## src/rtl/tftp_decode.sv

```systemverilog
// Receive-side TFTP header decoder for a read-only TFTP server.
// Captures the Ethernet/IP/UDP/TFTP header fields byte by byte, decides at
// byte index 45 whether the frame is an acceptable RRQ or ACK, and publishes
// the client TID, the next DATA block number and the DATA payload length.
module tftp_decode #(
    parameter logic [15:0] TFTP_PORT  = 16'd69,
    parameter logic [15:0] SERVER_TID = 16'h0400,
    parameter logic [9:0]  BLOCK_SIZE = 10'd512
) (
    input  logic        clk,
    input  logic        reset,
    input  logic [7:0]  cnt,
    input  logic [7:0]  eth_data,
    input  logic [15:0] udp_dst,
    output logic        valid,
    output logic [15:0] tid,
    output logic [15:0] next_block_no,
    output logic [9:0]  length
);

    // Header capture registers
    logic [15:0] ethertype_q, ethertype_d;
    logic [7:0]  proto_q, proto_d;
    logic [15:0] src_port_q, src_port_d;
    logic [15:0] opcode_q, opcode_d;
    logic [7:0]  blk_hi_q, blk_hi_d;

    // Published outputs
    logic        valid_q, valid_d;
    logic [15:0] tid_q, tid_d;
    logic [15:0] next_block_q, next_block_d;
    logic [9:0]  length_q, length_d;

    // Decision terms
    logic [15:0] rx_block_s;
    logic        ip_udp_s;
    logic        is_rrq_s;
    logic        is_ack_s;
    logic        accept_s;
    logic [15:0] next_blk_s;

    // Acceptance test; the block number low byte comes straight off the bus
    always_comb begin
        rx_block_s = {blk_hi_q, eth_data};
        ip_udp_s   = (ethertype_q == 16'h0800) && (proto_q == 8'd17);
        is_rrq_s   = (opcode_q == 16'd1) && (udp_dst == TFTP_PORT);
        is_ack_s   = (opcode_q == 16'd4) && (udp_dst == SERVER_TID);
        accept_s   = ip_udp_s && (is_rrq_s || is_ack_s);
        if (is_rrq_s) begin
            next_blk_s = 16'd1;
        end else begin
            next_blk_s = rx_block_s + 16'd1;
        end
    end

    // Next-state for capture and output registers, keyed on the byte index
    always_comb begin
        ethertype_d  = ethertype_q;
        proto_d      = proto_q;
        src_port_d   = src_port_q;
        opcode_d     = opcode_q;
        blk_hi_d     = blk_hi_q;
        valid_d      = valid_q;
        tid_d        = tid_q;
        next_block_d = next_block_q;
        length_d     = length_q;
        case (cnt)
            8'd0:  valid_d = 1'b0;
            8'd12: ethertype_d[15:8] = eth_data;
            8'd13: ethertype_d[7:0]  = eth_data;
            8'd23: proto_d           = eth_data;
            8'd34: src_port_d[15:8]  = eth_data;
            8'd35: src_port_d[7:0]   = eth_data;
            8'd42: opcode_d[15:8]    = eth_data;
            8'd43: opcode_d[7:0]     = eth_data;
            8'd44: blk_hi_d          = eth_data;
            8'd45: begin
                if (accept_s) begin
                    valid_d      = 1'b1;
                    tid_d        = src_port_q;
                    next_block_d = next_blk_s;
                    length_d     = BLOCK_SIZE;
                end else begin
                    valid_d      = valid_q;
                end
            end
            default: valid_d = valid_q;
        endcase
    end

    // State registers with synchronous active-low reset
    always_ff @(posedge clk) begin
        if (!reset) begin
            ethertype_q  <= 16'd0;
            proto_q      <= 8'd0;
            src_port_q   <= 16'd0;
            opcode_q     <= 16'd0;
            blk_hi_q     <= 8'd0;
            valid_q      <= 1'b0;
            tid_q        <= 16'd0;
            next_block_q <= 16'd0;
            length_q     <= 10'd0;
        end else begin
            ethertype_q  <= ethertype_d;
            proto_q      <= proto_d;
            src_port_q   <= src_port_d;
            opcode_q     <= opcode_d;
            blk_hi_q     <= blk_hi_d;
            valid_q      <= valid_d;
            tid_q        <= tid_d;
            next_block_q <= next_block_d;
            length_q     <= length_d;
        end
    end

    assign valid         = valid_q;
    assign tid           = tid_q;
    assign next_block_no = next_block_q;
    assign length        = length_q;

endmodule

```

## config.mk

```make
export PLATFORM = sky130hd
export DESIGN_NAME = tftp_decode
export DESIGN_NICKNAME = d
export VERILOG_FILES = /design/src/rtl/tftp_decode.sv
export SDC_FILE = /design/constraint.sdc
export NUM_CORES = 1
export LEC_CHECK = 0
export BUFFER_PORTS_ARGS = -buffer_cell sky130_fd_sc_hd__buf_2
export CORE_MARGIN = 3
export CORE_UTILIZATION = 50
export DETAILED_ROUTE_END_ITERATION = 10
export MAX_ROUTING_LAYER = met4
export PLACE_DENSITY = 0.76
export SYNTH_ARGS = -nofsm -noshare
export SYNTH_HDL_FRONTEND = slang
export SYNTH_SLANG_ARGS = --single-unit
export TNS_END_PERCENT = 5
```

## constraint.sdc

```tcl
create_clock -name clk -period 1.7 [get_ports clk]
set_input_delay 0.34 -clock clk [delete_from_list [all_inputs] [get_ports clk]]
set_output_delay 0.34 -clock clk [all_outputs]
set_load 0.01 [all_outputs]
```

==> impl_results.html, run 1 <==
<table>
<tr><th>Metric</th><th>Value</th></tr>
<tr><th colspan="2">Run status</th></tr>
<tr><td>Status</td><td>complete, but fails checks</td></tr>
<tr><td>Violated checks</td><td>setup timing</td></tr>
<tr><th colspan="2">CTS</th></tr>
<tr><td>Cell chosen for the clock root</td><td>sky130_fd_sc_hd__clkbuf_8</td></tr>
<tr><td>Number of levels the H-tree was split into</td><td>3</td></tr>
<tr><td>Hold-fix buffer count after cts</td><td>0</td></tr>
<tr><td>CTS sink count</td><td>98</td></tr>
<tr><td>Clock transition at the registers of the reported paths</td><td>100 ps</td></tr>
<tr><td>Clock tree buffer depth</td><td>2</td></tr>
<tr><td>Number of CTS-inserted buffers</td><td>9</td></tr>
<tr><td>Clock tree from TritonCTS</td><td>built</td></tr>
<tr><td>Later-pin clock latency in the skew report</td><td>about 370 ps</td></tr>
<tr><th colspan="2">Timing</th></tr>
<tr><td>Final clock period utilization by the worst path</td><td>1.07</td></tr>
<tr><td>Setup repair after global routing missed its margin</td><td>true</td></tr>
<tr><td>Final-report max-slew violation count</td><td>0</td></tr>
<tr><td>Post-layout min period</td><td>approximately 1800 ps</td></tr>
<tr><td>Count of endpoints failing hold in the final timing report</td><td>0</td></tr>
<tr><td>Final worst clock skew</td><td>about 16 ps</td></tr>
<tr><td>Final worst setup slack</td><td>-125 ps</td></tr>
<tr><td>Setup violation total in the final timing report</td><td>33</td></tr>
<tr><td>Maximum frequency from static timing analysis</td><td>approximately 0.55 GHz</td></tr>
<tr><th colspan="2">Placed design</th></tr>
<tr><td>Placer's final routability congestion estimate</td><td>around 0.92</td></tr>
<tr><td>DP Area</td><td>between 4000 and 5000 sq um</td></tr>
<tr><td>Detailed placement HPWL</td><td>around 7400 um</td></tr>
<tr><td>IO Port Bufs</td><td>67</td></tr>
<tr><th colspan="2">Synthesis</th></tr>
<tr><td>Area fraction in and, or, nand and nor cells after synthesis</td><td>0.217</td></tr>
<tr><td>Area share of fa/ha/maj cells after synthesis</td><td>0.00299</td></tr>
<tr><td>Mapped cell area</td><td>4190 sq um</td></tr>
<tr><td>Number of storage elements in the synthesis netlist</td><td>98</td></tr>
<tr><td>Fraction of synthesized area in multiplexers</td><td>0.134</td></tr>
<tr><td>Yosys synthesis warning count</td><td>0</td></tr>
<tr><td>Post-synthesis cell type count</td><td>43</td></tr>
<tr><td>Synthesized area per cell</td><td>8.92 sq um</td></tr>
<tr><td>Yosys top cell area share</td><td>0.469</td></tr>
<tr><td>Synth area leader</td><td>sky130_fd_sc_hd__dfxtp_1</td></tr>
<tr><td>Xor and xnor area share after synthesis</td><td>0.0251</td></tr>
<tr><td>Largest family of logic cells by synthesized area</td><td>simple AND/OR/NAND/NOR gates</td></tr>
<tr><td>Post-Synthesis Cells</td><td>around 470</td></tr>
<tr><td>Compound-Gate Fraction of Synth Area</td><td>0.0951</td></tr>
<tr><td>Synth top area cells</td><td>sky130_fd_sc_hd__dfxtp_1 (47%), sky130_fd_sc_hd__mux2i_1 (13%), sky130_fd_sc_hd__nor2_1 (5.5%), sky130_fd_sc_hd__a21oi_1 (4.2%), sky130_fd_sc_hd__nand3_1 (3.9%)</td></tr>
<tr><td>Proportion of synthesized chip area in sequential cells</td><td>0.469</td></tr>
<tr><th colspan="2">Setup path</th></tr>
<tr><td>R2R depth</td><td>9</td></tr>
<tr><td>Critical path arrival</td><td>2130 ps</td></tr>
<tr><td>Worst-path maximum fanout</td><td>8</td></tr>
<tr><td>Buffer and inverter count on the worst path</td><td>4</td></tr>
<tr><td>Startpoint type of the worst setup path</td><td>register</td></tr>
<tr><td>Max stage delay cell, worst path</td><td>sky130_fd_sc_hd__dfxtp_2</td></tr>
<tr><td>Max incr delay on CP</td><td>350 ps</td></tr>
<tr><td>Req. time, crit path</td><td>about 2000 ps</td></tr>
<tr><td>Kind of critical path</td><td>reg -&gt; reg</td></tr>
<tr><td>List of cells traversed by the critical path</td><td>nor4_4 &gt; nand3_2 &gt; buf_6 &gt; nor3_4 &gt; buf_6 &gt; buf_12 &gt; buf_12 &gt; nand4_1 &gt; a21oi_2</td></tr>
<tr><td>Logic depth of the worst setup path including buffers</td><td>9</td></tr>
<tr><td>Critical Path End Type</td><td>register</td></tr>
<tr><td>Dominant delay contributor by cell family on the critical path</td><td>simple AND/OR/NAND/NOR gates</td></tr>
<tr><th colspan="2">Global routing</th></tr>
<tr><td>Wire length of the first global-routing pass</td><td>between 15,000 and 20,000 um</td></tr>
<tr><td>Total Routing Usage GR</td><td>0.235</td></tr>
<tr><td>Antenna violations before repair</td><td>0</td></tr>
<tr><td>Via count of the first global-routing pass</td><td>around 3,600</td></tr>
<tr><td>Pin count of the biggest net entering global routing</td><td>46</td></tr>
<tr><td>Gr ovfl total</td><td>0</td></tr>
<tr><th colspan="2">Detailed routing</th></tr>
<tr><td>First DRT Iteration DRCs</td><td>about 180</td></tr>
<tr><td>Final ANT Viol Nets</td><td>0</td></tr>
<tr><td>Via Count</td><td>around 3,800</td></tr>
<tr><td>Detailed-routing iteration count for the pre-antenna-repair pass</td><td>4</td></tr>
<tr><td>Routed wire length per instance</td><td>roughly 16 um</td></tr>
<tr><td>Total wire length</td><td>~11,000 um</td></tr>
<tr><td>DRC violations left</td><td>0</td></tr>
<tr><td>Ratio of routed vias to standard cells</td><td>about 5.7</td></tr>
<tr><th colspan="2">Cells and area</th></tr>
<tr><td>Flip-flop and latch area</td><td>1970 sq um</td></tr>
<tr><td>Final #Nets</td><td>a little over 600</td></tr>
<tr><td>Multi-input logic area</td><td>2130 sq um</td></tr>
<tr><td>Syn-to-layout area delta</td><td>29.1%</td></tr>
<tr><td>Share of cells above drive strength 1</td><td>0.294</td></tr>
<tr><td>Filler cell count</td><td>600</td></tr>
<tr><td>Post-Layout Inst Area</td><td>roughly 5400 sq um</td></tr>
<tr><td>Count of inserted antenna diode cells</td><td>0</td></tr>
<tr><th colspan="2">Power</th></tr>
<tr><td>Maximum vdd drop</td><td>roughly 0.00041 V</td></tr>
<tr><td>Post-layout power</td><td>4.19 mW</td></tr>
<tr><td>Power density normalized to cell area</td><td>between 700 and 800 nW/um^2</td></tr>
<tr><td>Standby leakage power</td><td>between 2 and 2.5 nW</td></tr>
<tr><th colspan="2">Run</th></tr>
<tr><td>Maximum Capacitance Violations</td><td>0</td></tr>
<tr><th colspan="2">Floorplan</th></tr>
<tr><td>Die height</td><td>~97 um</td></tr>
<tr><td>Die Area</td><td>9500 sq um</td></tr>
<tr><td>Horizontal die dimension</td><td>97.5 um</td></tr>
<tr><td>Standard-cell rows</td><td>32</td></tr>
<tr><td>Initial standard-cell utilization of the core</td><td>0.528</td></tr>
<tr><td>Placeable Area</td><td>around 8000 sq um</td></tr>
<tr><td># IOs</td><td>77</td></tr>
<tr><th colspan="2">Worst hold path</th></tr>
<tr><td>Worst min-delay path class</td><td>in -&gt; reg</td></tr>
<tr><td>Worst hold stages</td><td>2</td></tr>
</table>
layout make-up:
type | instances | area share
clock buffers | 9 | 0.0229
clock inverters | 7 | 0.0178
inverters | 3 | 0.00208
multi-input cells | 330 | 0.394
flip-flops and latches | 98 | 0.364
well taps | 102 | 0.0236
repair buffers | 127 | 0.176
timing repair:
item / CTS / global route
gates resized for setup: 14 / 18
setup buffers: 3 / 1
endpoints found under the setup margin: 34 / 34
gates cloned: 2 / 0
pin swaps: 29 / 7
logic make-up (layout without fill, tap and decap cells):
| logic type | after synthesis | in the layout |
|---|---|---|
| simple gates | 178 | 178 |
| flops | 98 | 98 |
| compound gates | 74 | 74 |
| mux | 56 | 56 |
| buf+inv | 49 | 146 |
| xor+xnor | 12 | 12 |
| fa+ha+maj | 1 | 1 |
| other cells | 1 | 9 |
registers in the layout (all words and copies together), names as in the netlist:
register,count
proto_q,8
tid,16
valid,1
opcode_q,16
next_block_no,16
ethertype_q,16
length,1
blk_hi_q,8
src_port_q,16
Yosys cell counts:
cell and number:
sky130_fd_sc_hd__dfxtp_1 98, sky130_fd_sc_hd__nor2_1 61, sky130_fd_sc_hd__mux2i_1 56, sky130_fd_sc_hd__a21oi_1 35, sky130_fd_sc_hd__nand3_1 33, sky130_fd_sc_hd__clkbuf_1 24, sky130_fd_sc_hd__nand2_1 23, sky130_fd_sc_hd__nand4_1 20
sky130_fd_sc_hd__o21ai_1 20, sky130_fd_sc_hd__buf_2 13, sky130_fd_sc_hd__nor4_1 13, sky130_fd_sc_hd__o21ai_0 11, sky130_fd_sc_hd__buf_4 9, sky130_fd_sc_hd__xnor2_1 6, sky130_fd_sc_hd__xor2_1 6, sky130_fd_sc_hd__nor4b_1 4
sky130_fd_sc_hd__and2_1 3, sky130_fd_sc_hd__nor3_1 3, sky130_fd_sc_hd__o2111ai_1 3, sky130_fd_sc_hd__and3_1 2, sky130_fd_sc_hd__and4_1 2, sky130_fd_sc_hd__inv_1 2, sky130_fd_sc_hd__nor2b_1 2, sky130_fd_sc_hd__a2bb2oi_1 1
sky130_fd_sc_hd__a31oi_1 1, sky130_fd_sc_hd__and3b_1 1, sky130_fd_sc_hd__and4b_1 1, sky130_fd_sc_hd__conb_1 1, sky130_fd_sc_hd__ha_1 1, sky130_fd_sc_hd__inv_2 1, sky130_fd_sc_hd__nand2b_1 1, sky130_fd_sc_hd__nand3b_1 1
sky130_fd_sc_hd__nand4b_1 1, sky130_fd_sc_hd__nor3_2 1, sky130_fd_sc_hd__nor4b_4 1, sky130_fd_sc_hd__nor4bb_1 1, sky130_fd_sc_hd__o211a_1 1, sky130_fd_sc_hd__o21a_1 1, sky130_fd_sc_hd__o31a_1 1, sky130_fd_sc_hd__or2_1 1
sky130_fd_sc_hd__or2_2 1, sky130_fd_sc_hd__or3_1 1, sky130_fd_sc_hd__or4_1 1
final timing paths:
kind / start / endpoint / slack, ps
max reg2reg: opcode_q[3] / next_block_no[5] / -120
min reg2reg: next_block_no[8] / next_block_no[8] / 460
max: opcode_q[3] / next_block_no[5] / -120
min: reset / next_block_no[0] / 280
cells in the final DEF, fill, tap and decap left out, types with 8 or more instances in the layout:
cell,n
sky130_fd_sc_hd__buf_2,67
sky130_fd_sc_hd__dfxtp_1,95
sky130_fd_sc_hd__conb_1,9
sky130_fd_sc_hd__nor4_1,8
sky130_fd_sc_hd__o21ai_1,26
sky130_fd_sc_hd__nand2_1,23
sky130_fd_sc_hd__nand3_1,31
sky130_fd_sc_hd__clkbuf_8,9
sky130_fd_sc_hd__nand4_1,20
sky130_fd_sc_hd__buf_12,9
sky130_fd_sc_hd__nor2_1,60
sky130_fd_sc_hd__a21oi_1,28
sky130_fd_sc_hd__mux2i_1,56
sky130_fd_sc_hd__buf_4,47
per-layer routing:
layer  global-route usage  share of wire  up-vias
met1                0.312           0.45     1791
met3               0.0416          0.079       28
met4               0.0969          0.022        0
met2                0.353           0.44      179
met5                    -              0        -
li1                     -              -     1845
metrics by stage:
step           setup TNS, ps  setup slack (ps)  utilization  instances  hold WS [ps]
6_report               -2130              -125        0.681        676           276
2_1_floorplan              0              17.2            -        477           437
3_5_place_dp           -9800              -295        0.627        654           448
4_1_cts                 -421             -47.3        0.673        675           270
3_3_place_gp           -7430              -242        0.627        654           443
5_1_grt                -5380              -226        0.681        676           279
worst reg2reg max path: stages, from the launching register on:
cell and delay, ps:
sky130_fd_sc_hd__dfxtp_2 350, sky130_fd_sc_hd__nor4_4 280, sky130_fd_sc_hd__nand3_2 140, sky130_fd_sc_hd__buf_6 160, sky130_fd_sc_hd__nor3_4 210, sky130_fd_sc_hd__buf_6 140, sky130_fd_sc_hd__buf_12 110, sky130_fd_sc_hd__buf_12 110
sky130_fd_sc_hd__nand4_1 120, sky130_fd_sc_hd__a21oi_2 140
report_power, final:
part | internal (mW) | leakage, nW | switching [mW] | total [mW]
Combinational | 0.109 | 1.51 | 0.160 | 0.269
Clock | 0.726 | 0.108 | 0.896 | 1.62
Sequential | 2.30 | 0.791 | 0.00242 | 2.30
Total | 3.13 | 2.41 | 1.06 | 4.19
Note: power is estimated with default switching activity, not from simulation.
==> run 2: changes to the inputs <==
--- a/config.mk
+++ b/config.mk
@@ -7,2 +7,3 @@
 export LEC_CHECK = 0
+export ABC_AREA = 1
 export BUFFER_PORTS_ARGS = -buffer_cell sky130_fd_sc_hd__buf_2
--- a/constraint.sdc
+++ b/constraint.sdc
@@ -3,2 +3,2 @@
 set_output_delay 0.34 -clock clk [all_outputs]
-set_load 0.01 [all_outputs]
+set_load 0.1 [all_outputs]
==> impl_results.html, run 2 <==
<table>
<tr><th>Metric</th><th>Value</th></tr>
<tr><th colspan="2">Global routing</th></tr>
<tr><td>Total Routing Usage GR</td><td>0.227</td></tr>
<tr><td>Wire length of the first global-routing pass</td><td>17,200 um</td></tr>
<tr><td>Gr ovfl total</td><td>0</td></tr>
<tr><td>Pin count of the biggest net entering global routing</td><td>43</td></tr>
<tr><td>Via count of the first global-routing pass</td><td>between 3,000 and 4,000</td></tr>
<tr><td>Antenna violations before repair</td><td>0</td></tr>
<tr><th colspan="2">Synthesis</th></tr>
<tr><td>Compound-Gate Fraction of Synth Area</td><td>0.160</td></tr>
<tr><td>Synth area leader</td><td>sky130_fd_sc_hd__dfxtp_1</td></tr>
<tr><td>Dominant cell by count in the synthesized netlist</td><td>sky130_fd_sc_hd__nor2_1</td></tr>
<tr><td>Fraction of synthesized area in multiplexers</td><td>0</td></tr>
<tr><td>Proportion of synthesized chip area in sequential cells</td><td>0.463</td></tr>
<tr><td>Post-synthesis cell type count</td><td>27</td></tr>
<tr><td>Synthesized area per cell</td><td>a little over 7 sq um</td></tr>
<tr><td>Number of storage elements in the synthesis netlist</td><td>98</td></tr>
<tr><td>Yosys top cell area share</td><td>0.463</td></tr>
<tr><td>Post-Synthesis Cells</td><td>596</td></tr>
<tr><td>Largest family of logic cells by synthesized area</td><td>simple AND/OR/NAND/NOR gates</td></tr>
<tr><td>EDFF count, synth</td><td>0</td></tr>
<tr><td>Mapped cell area</td><td>around 4200 sq um</td></tr>
<tr><td>Area share of fa/ha/maj cells after synthesis</td><td>0.00296</td></tr>
<tr><td>Xor and xnor area share after synthesis</td><td>0.0186</td></tr>
<tr><td>Yosys synthesis warning count</td><td>0</td></tr>
<tr><td>Synth top area cells</td><td>sky130_fd_sc_hd__dfxtp_1 (46%), sky130_fd_sc_hd__nor2_1 (14%), sky130_fd_sc_hd__o21ai_0 (10%), sky130_fd_sc_hd__a21oi_1 (5.8%), sky130_fd_sc_hd__nand2_1 (5.5%)</td></tr>
<tr><td>Fraction of synthesis flops using an asynchronous set or reset pin</td><td>0</td></tr>
<tr><td>Area fraction in and, or, nand and nor cells after synthesis</td><td>0.264</td></tr>
<tr><td>Post-synth top flop</td><td>sky130_fd_sc_hd__dfxtp_1</td></tr>
<tr><td>Most common library cells after synthesis</td><td>sky130_fd_sc_hd__nor2_1 (154), sky130_fd_sc_hd__dfxtp_1 (98), sky130_fd_sc_hd__o21ai_0 (86), sky130_fd_sc_hd__nand2_1 (62), sky130_fd_sc_hd__a21oi_1 (49)</td></tr>
<tr><th colspan="2">CTS</th></tr>
<tr><td>Number of CTS-inserted buffers</td><td>9</td></tr>
<tr><td>CTS sink count</td><td>98</td></tr>
<tr><td>Number of levels the H-tree was split into</td><td>3</td></tr>
<tr><td>Cell chosen for the clock root</td><td>sky130_fd_sc_hd__clkbuf_8</td></tr>
<tr><td>Hold-fix buffer count after cts</td><td>0</td></tr>
<tr><td>Clock tree from TritonCTS</td><td>built</td></tr>
<tr><td>Clock transition at the registers of the reported paths</td><td>roughly 100 ps</td></tr>
<tr><td>Later-pin clock latency in the skew report</td><td>370 ps</td></tr>
<tr><td>Clock tree buffer depth</td><td>2</td></tr>
<tr><th colspan="2">Cells and area</th></tr>
<tr><td>Most frequent cells in the layout</td><td>sky130_fd_sc_hd__nor2_1 (149), sky130_fd_sc_hd__dfxtp_1 (96), sky130_fd_sc_hd__o21ai_0 (86)</td></tr>
<tr><td>Syn-to-layout area delta</td><td>21.0%</td></tr>
<tr><td>Final #Nets</td><td>around 730</td></tr>
<tr><td>Filler cell count</td><td>710</td></tr>
<tr><td>Share of cells above drive strength 1</td><td>0.215</td></tr>
<tr><td>Most common library cell in the layout ignoring fill and taps</td><td>sky130_fd_sc_hd__nor2_1</td></tr>
<tr><td>Multi-input logic area</td><td>~1900 sq um</td></tr>
<tr><td>Core utilization of the finished layout</td><td>0.643</td></tr>
<tr><td>Count of inserted antenna diode cells</td><td>0</td></tr>
<tr><td>Post-Layout Inst Area</td><td>slightly above 5000 sq um</td></tr>
<tr><td>Flip-flop and latch area</td><td>about 2000 sq um</td></tr>
<tr><th colspan="2">Placed design</th></tr>
<tr><td>DP Area</td><td>roughly 4800 sq um</td></tr>
<tr><td>Placer's final routability congestion estimate</td><td>between 0.9 and 1</td></tr>
<tr><td>Detailed placement HPWL</td><td>about 8000 um</td></tr>
<tr><td>Placement-stage worst setup slack</td><td>-70.8 ps</td></tr>
<tr><td>IO Port Bufs</td><td>67</td></tr>
<tr><th colspan="2">Power</th></tr>
<tr><td>Internal power</td><td>approximately 3.0 mW</td></tr>
<tr><td>Flop pwr share</td><td>0.561</td></tr>
<tr><td>Maximum vdd drop</td><td>slightly above 0.0006 V</td></tr>
<tr><td>Share of total power consumed by net switching</td><td>0.271</td></tr>
<tr><td>Switching pwr</td><td>about 1.1 mW</td></tr>
<tr><td>Power density normalized to cell area</td><td>802 nW/um^2</td></tr>
<tr><td>Standby leakage power</td><td>2.30 nW</td></tr>
<tr><td>Clk network pwr share</td><td>0.357</td></tr>
<tr><td>Combinational cell fraction of total power</td><td>0.083</td></tr>
<tr><th colspan="2">Worst hold path</th></tr>
<tr><td>Worst hold stages</td><td>3</td></tr>
<tr><td>Hold wc startpoint</td><td>eth_data[4]</td></tr>
<tr><td>Worst min-delay path class</td><td>in -&gt; reg</td></tr>
<tr><td>End point of the most critical hold path</td><td>proto_q[4]</td></tr>
<tr><th colspan="2">Floorplan</th></tr>
<tr><td>Standard-cell rows</td><td>32</td></tr>
<tr><td>Placeable Area</td><td>about 8000 sq um</td></tr>
<tr><td>Die Area</td><td>9610 sq um</td></tr>
<tr><td>Horizontal die dimension</td><td>about 98 um</td></tr>
<tr><td># IOs</td><td>between 70 and 80</td></tr>
<tr><td>Die height</td><td>between 90 and 100 um</td></tr>
<tr><td>Initial standard-cell utilization of the core</td><td>0.531</td></tr>
<tr><th colspan="2">Timing</th></tr>
<tr><td>Count of endpoints failing hold in the final timing report</td><td>0</td></tr>
<tr><td>Final-report max-slew violation count</td><td>0</td></tr>
<tr><td>Maximum frequency from static timing analysis</td><td>slightly above 0.6 GHz</td></tr>
<tr><td>Final worst setup slack</td><td>roughly 84 ps</td></tr>
<tr><td>Final clock period utilization by the worst path</td><td>0.951</td></tr>
<tr><td>Relative slew slack</td><td>0.658</td></tr>
<tr><td>Final worst clock skew</td><td>about 12 ps</td></tr>
<tr><td>Transition at the pin with the smallest max-transition slack</td><td>a little over 500 ps</td></tr>
<tr><td>Post-layout min period</td><td>~1600 ps</td></tr>
<tr><td>Accumulated negative setup slack</td><td>0 ps</td></tr>
<tr><td>Setup violation total in the final timing report</td><td>0</td></tr>
<tr><th colspan="2">Setup path</th></tr>
<tr><td>Critical Path End Type</td><td>register</td></tr>
<tr><td>Req. time, crit path</td><td>2000 ps</td></tr>
<tr><td>Worst-path maximum fanout</td><td>4</td></tr>
<tr><td>Reg2reg start</td><td>opcode_q[15]</td></tr>
<tr><td>Endpoint of the lowest-slack register-to-register path</td><td>next_block_no[2]</td></tr>
<tr><td>Startpoint type of the worst setup path</td><td>register</td></tr>
<tr><td>Critical path arrival</td><td>1910 ps</td></tr>
<tr><td>R2R depth</td><td>11</td></tr>
<tr><td>Kind of critical path</td><td>reg -&gt; reg</td></tr>
<tr><td>Setup slack of the most critical reg-to-reg path</td><td>between 80 and 90 ps</td></tr>
<tr><th colspan="2">Detailed routing</th></tr>
<tr><td>Total wire length</td><td>10,800 um</td></tr>
<tr><td>Final ANT Viol Nets</td><td>0</td></tr>
<tr><td>First DRT Iteration DRCs</td><td>280</td></tr>
<tr><td>Detailed-routing iteration count for the pre-antenna-repair pass</td><td>6</td></tr>
<tr><td>Routed wire length per instance</td><td>approximately 13 um</td></tr>
<tr><td>Ratio of routed vias to standard cells</td><td>~5.1</td></tr>
<tr><td>DRC violations left</td><td>0</td></tr>
<tr><td>Via Count</td><td>between 4,000 and 5,000</td></tr>
<tr><th colspan="2">Run</th></tr>
<tr><td>Maximum Capacitance Violations</td><td>0</td></tr>
<tr><th colspan="2">Run status</th></tr>
<tr><td>Status</td><td>completed</td></tr>
</table>
## run 2: changes by cell type in the layout (fill, tap and decap cells not counted), moves of 26 or more
cell / before / now
sky130_fd_sc_hd__mux2i_1: 56 / 0
sky130_fd_sc_hd__o21ai_1: 26 / 0
sky130_fd_sc_hd__inv_1: 2 / 45
sky130_fd_sc_hd__o21ai_0: 5 / 86
sky130_fd_sc_hd__nor2_1: 60 / 149
sky130_fd_sc_hd__nand2_1: 23 / 60
## run 2: layout make-up
type | count | share of cell area
Clock buffer | 10 | 0.0269
Sequential cell | 98 | 0.384
Multi-Input combinational cell | 421 | 0.379
Tap cell | 102 | 0.0249
Timing Repair Buffer | 114 | 0.139
Clock inverter | 6 | 0.0110
Inverter | 48 | 0.0352
## run 2: critical path, cell delays in order (launching register included)
cell and delay [ps]:
sky130_fd_sc_hd__dfxtp_1 320, sky130_fd_sc_hd__nor2_1 100, sky130_fd_sc_hd__nand2_1 70, sky130_fd_sc_hd__nor2_2 120, sky130_fd_sc_hd__inv_1 60, sky130_fd_sc_hd__nor2_2 160
sky130_fd_sc_hd__nand2_2 120, sky130_fd_sc_hd__nor2_8 140, sky130_fd_sc_hd__buf_6 130, sky130_fd_sc_hd__buf_4 110, sky130_fd_sc_hd__nand3_1 70, sky130_fd_sc_hd__a21oi_2 130
## run 2: timing repair
| item | 4_1_cts | 5_1_grt |
|---|---|---|
| gates resized for setup | 0 | 16 |
| setup buffers | 0 | 5 |
| endpoints found under the setup margin | 0 | 28 |
## run 2: worst max-delay path by stage
| stage | startpoint | endpoint | slack [ps] | cells after the start |
|---|---|---|---|---|
| 6_report | opcode_q[15] | next_block_no[2] | 80 | 11 |
| 5_1_grt | opcode_q[15] | next_block_no[4] | -8 | 11 |
| 4_1_cts | opcode_q[15] | tid[2] | 60 | 10 |
| 3_5_place_dp | udp_dst[1] | tid[2] | -70 | 11 |
| 3_3_place_gp | udp_dst[15] | next_block_no[10] | -30 | 10 |
| 2_1_floorplan | cnt[7] | ethertype_q[10] | 230 | 8 |
## run 2: logic make-up after synthesis
| logic type | after synthesis |
|---|---|
| xor+xnor | 9 |
| buf+inv | 85 |
| flops | 98 |
| other cells | 1 |
| compound gates | 135 |
| fa+ha+maj | 1 |
| simple gates | 267 |
## run 2: per-stage QoR
step / instances / hold WS [ps] / total power [mW]
2_1_floorplan: 604 / 430 / 2.58
3_3_place_gp: 778 / 444 / 2.68
3_5_place_dp: 778 / 449 / 2.69
4_1_cts: 794 / 319 / 4.13
5_1_grt: 799 / 338 / 4.26
6_report: 799 / 343 / 4.11
## run 2: power groups by stage
stage                     Combinational (mW)  Clock (mW)  Sequential, mW
final                                  0.340        1.46            2.30
after global routing                   0.367        1.59            2.30
after CTS                              0.333        1.49            2.30
after detailed placement               0.332           0            2.36
after global placement                 0.328           0            2.36
after floorplan                        0.228           0            2.36
## run 2: layer usage
metal,vias to the layer above,wire length [um],global-route usage
met3,20,703,0.0479
met5,-,0,-
met1,1847,4670,0.274
met4,0,139,0.0745
met2,129,5270,0.377
li1,2097,-,-
==> run 3: changes to the inputs <==
Settings changed: CORE_MARGIN 3 to 1, CORE_UTILIZATION 50 to 55, PLACE_DENSITY 0.76 to 0.79.
Clock period 1.7 ns to 1.6 ns, I/O delays scaled along.
==> impl_results.html, run 3 (synthesized netlist as in run 2, its figures left out) <==
<table>
<tr><th>Metric</th><th>Value</th></tr>
<tr><th colspan="2">Floorplan</th></tr>
<tr><td>Die Area</td><td>approximately 8100 sq um</td></tr>
<tr><td>Die height</td><td>about 90 um</td></tr>
<tr><td>Standard-cell rows</td><td>31</td></tr>
<tr><td>Initial standard-cell utilization of the core</td><td>0.577</td></tr>
<tr><td>Placeable Area</td><td>roughly 7300 sq um</td></tr>
<tr><td># IOs</td><td>77</td></tr>
<tr><td>Horizontal die dimension</td><td>approximately 90 um</td></tr>
<tr><th colspan="2">Timing</th></tr>
<tr><td>Transition at the pin with the smallest max-transition slack</td><td>just over 500 ps</td></tr>
<tr><td>Final-report max-slew violation count</td><td>0</td></tr>
<tr><td>Setup violation total in the final timing report</td><td>0</td></tr>
<tr><td>Final worst clock skew</td><td>~11 ps</td></tr>
<tr><td>Count of endpoints failing hold in the final timing report</td><td>0</td></tr>
<tr><td>Setup repair after global routing missed its margin</td><td>true</td></tr>
<tr><td>Final clock period utilization by the worst path</td><td>0.973</td></tr>
<tr><td>Maximum frequency from static timing analysis</td><td>0.643 GHz</td></tr>
<tr><td>Accumulated negative setup slack</td><td>0 ps</td></tr>
<tr><td>Relative slew slack</td><td>0.658</td></tr>
<tr><td>Post-layout min period</td><td>1560 ps</td></tr>
<tr><th colspan="2">Setup path</th></tr>
<tr><td>Reg2reg start</td><td>opcode_q[10]</td></tr>
<tr><td>Kind of critical path</td><td>reg -&gt; reg</td></tr>
<tr><td>Max stage delay cell, worst path</td><td>sky130_fd_sc_hd__dfxtp_1</td></tr>
<tr><td>Setup slack of the most critical reg-to-reg path</td><td>roughly 44 ps</td></tr>
<tr><td>Critical path arrival</td><td>around 1800 ps</td></tr>
<tr><td>Library cell appearing most often on the critical path</td><td>sky130_fd_sc_hd__nor2_2</td></tr>
<tr><td>Startpoint type of the worst setup path</td><td>register</td></tr>
<tr><td>R2R depth</td><td>10</td></tr>
<tr><td>Buffer and inverter count on the worst path</td><td>2</td></tr>
<tr><td>List of cells traversed by the critical path</td><td>nor2_1 &gt; nand2_1 &gt; nor2_2 &gt; inv_1 &gt; nor2_2 &gt; nand2_2 &gt; nor2_8 &gt; clkbuf_16 &gt; nand3_1 &gt; a21oi_1</td></tr>
<tr><td>Endpoint of the lowest-slack register-to-register path</td><td>next_block_no[1]</td></tr>
<tr><td>Dominant delay contributor by cell family on the critical path</td><td>simple AND/OR/NAND/NOR gates</td></tr>
<tr><td>Max incr delay on CP</td><td>approximately 320 ps</td></tr>
<tr><td>Critical Path End Type</td><td>register</td></tr>
<tr><td>Worst-path maximum fanout</td><td>8</td></tr>
<tr><td>Req. time, crit path</td><td>roughly 1900 ps</td></tr>
<tr><th colspan="2">Global routing</th></tr>
<tr><td>Pin count of the biggest net entering global routing</td><td>62</td></tr>
<tr><td>Total Routing Usage GR</td><td>0.265</td></tr>
<tr><td>Via count of the first global-routing pass</td><td>between 3,000 and 4,000</td></tr>
<tr><td>Antenna violations before repair</td><td>0</td></tr>
<tr><td>Wire length of the first global-routing pass</td><td>between 15,000 and 20,000 um</td></tr>
<tr><td>Gr ovfl total</td><td>0</td></tr>
<tr><th colspan="2">Worst hold path</th></tr>
<tr><td>Worst hold stages</td><td>3</td></tr>
<tr><td>End point of the most critical hold path</td><td>blk_hi_q[7]</td></tr>
<tr><td>Hold wc startpoint</td><td>eth_data[7]</td></tr>
<tr><td>Worst min-delay path class</td><td>in -&gt; reg</td></tr>
<tr><th colspan="2">CTS</th></tr>
<tr><td>Clock tree from TritonCTS</td><td>built</td></tr>
<tr><td>Clock tree buffer depth</td><td>2</td></tr>
<tr><td>Number of CTS-inserted buffers</td><td>9</td></tr>
<tr><td>Clock transition at the registers of the reported paths</td><td>approximately 90 ps</td></tr>
<tr><td>CTS sink count</td><td>98</td></tr>
<tr><td>Later-pin clock latency in the skew report</td><td>~350 ps</td></tr>
<tr><td>Post-CTS Repair Setup Buffers</td><td>0</td></tr>
<tr><td>Hold-fix buffer count after cts</td><td>0</td></tr>
<tr><td>Cell chosen for the clock root</td><td>sky130_fd_sc_hd__clkbuf_8</td></tr>
<tr><td>Number of levels the H-tree was split into</td><td>3</td></tr>
<tr><th colspan="2">Placed design</th></tr>
<tr><td>IO Port Bufs</td><td>between 60 and 70</td></tr>
<tr><td>Placer's final routability congestion estimate</td><td>between 0.9 and 1</td></tr>
<tr><td>Placed Cells</td><td>774</td></tr>
<tr><td>Detailed placement HPWL</td><td>around 7300 um</td></tr>
<tr><th colspan="2">Cells and area</th></tr>
<tr><td>Post-route non-filler standard cell count</td><td>789</td></tr>
<tr><td>Share of cells above drive strength 1</td><td>0.206</td></tr>
<tr><td>Syn-to-layout area delta</td><td>20.7%</td></tr>
<tr><td>Final #Nets</td><td>slightly above 700</td></tr>
<tr><td>Filler cell count</td><td>around 630</td></tr>
<tr><td>Count of inserted antenna diode cells</td><td>0</td></tr>
<tr><td>Most common library cell in the layout ignoring fill and taps</td><td>sky130_fd_sc_hd__nor2_1</td></tr>
<tr><td>Most frequent cells in the layout</td><td>sky130_fd_sc_hd__nor2_1 (150), sky130_fd_sc_hd__dfxtp_1 (96), sky130_fd_sc_hd__o21ai_0 (77)</td></tr>
<tr><th colspan="2">Detailed routing</th></tr>
<tr><td>Via Count</td><td>approximately 4,100</td></tr>
<tr><td>Routed wire length per instance</td><td>approximately 13 um</td></tr>
<tr><td>Final ANT Viol Nets</td><td>0</td></tr>
<tr><td>Ratio of routed vias to standard cells</td><td>5.21</td></tr>
<tr><td>First DRT Iteration DRCs</td><td>240</td></tr>
<tr><td>Detailed-routing iteration count for the pre-antenna-repair pass</td><td>5</td></tr>
<tr><td>DRC violations left</td><td>0</td></tr>
<tr><td>Total wire length</td><td>just over 10,000 um</td></tr>
<tr><th colspan="2">Power</th></tr>
<tr><td>Standby leakage power</td><td>2.29 nW</td></tr>
<tr><td>Maximum vdd drop</td><td>around 0.00050 V</td></tr>
<tr><td>Post-layout power</td><td>~4.4 mW</td></tr>
<tr><td>Power density normalized to cell area</td><td>approximately 860 nW/um^2</td></tr>
<tr><th colspan="2">Run</th></tr>
<tr><td>Maximum Capacitance Violations</td><td>0</td></tr>
<tr><th colspan="2">Run status</th></tr>
<tr><td>Status</td><td>completed</td></tr>
</table>
==> run 3: layout make-up <==
cell class	instances	area [sq um]	area share
flip-flops and latches	98	1960	0.385
multi-input cells	421	1940	0.380
repair buffers	109	709	0.139
inverters	48	180	0.0353
clock buffers	10	138	0.0269
well taps	99	124	0.0242
clock inverters	4	52.6	0.0103
==> run 3: per-stage QoR <==
step | hold WS (ps) | utilization | area (sq um) | setup slack (ps)
final | 303 | 0.697 | 5110 | 43.7
after global routing | 300 | 0.697 | 5110 | -74.4
after CTS | 290 | 0.690 | 5060 | 7.54
after detailed placement | 452 | 0.664 | 4860 | -199
after global placement | 442 | 0.664 | 4860 | -45.9
after floorplan | 430 | - | 4260 | 152
==> run 3: where the power goes <==
part | switching (mW) | internal (mW) | total (mW)
registers | 0.00355 | 2.44 | 2.45
clock network | 0.804 | 0.755 | 1.56
logic | 0.262 | 0.111 | 0.372
==> run 3: per-layer routing <==
layer	part of all wire	global-route usage
met1	0.45	0.336
met2	0.47	0.423
met3	0.053	0.0406
met4	0.026	0.109
met5	0	-
==> run 3: repair_timing <==
item | in CTS | in global routing
endpoints found under the setup margin | 16 | 33
gates resized for setup | 2 | 18
gates cloned | 0 | 1
pin swaps | 0 | 4
==> run 3: how the worst max path moves through the flow <==
stage / depth (start not counted) / endpoint / from / slack, ps
2_1_floorplan: 8 / ethertype_q[10] / cnt[7] / 150
4_1_cts: 11 / next_block_no[0] / opcode_q[15] / 8
3_3_place_gp: 12 / next_block_no[0] / udp_dst[1] / -50
5_1_grt: 9 / next_block_no[5] / proto_q[0] / -70
3_5_place_dp: 11 / tid[3] / udp_dst[1] / -200
6_report: 10 / next_block_no[1] / opcode_q[10] / 40
==> run 3: worst register-to-register path: cells and delay by family, from the launching register on <==
family / cells / cell delay, ps
buffers and inverters: 2 / 240
DFF: 1 / 320
and+or+nand+nor: 7 / 770
AOI/OAI and AO/OA: 1 / 140
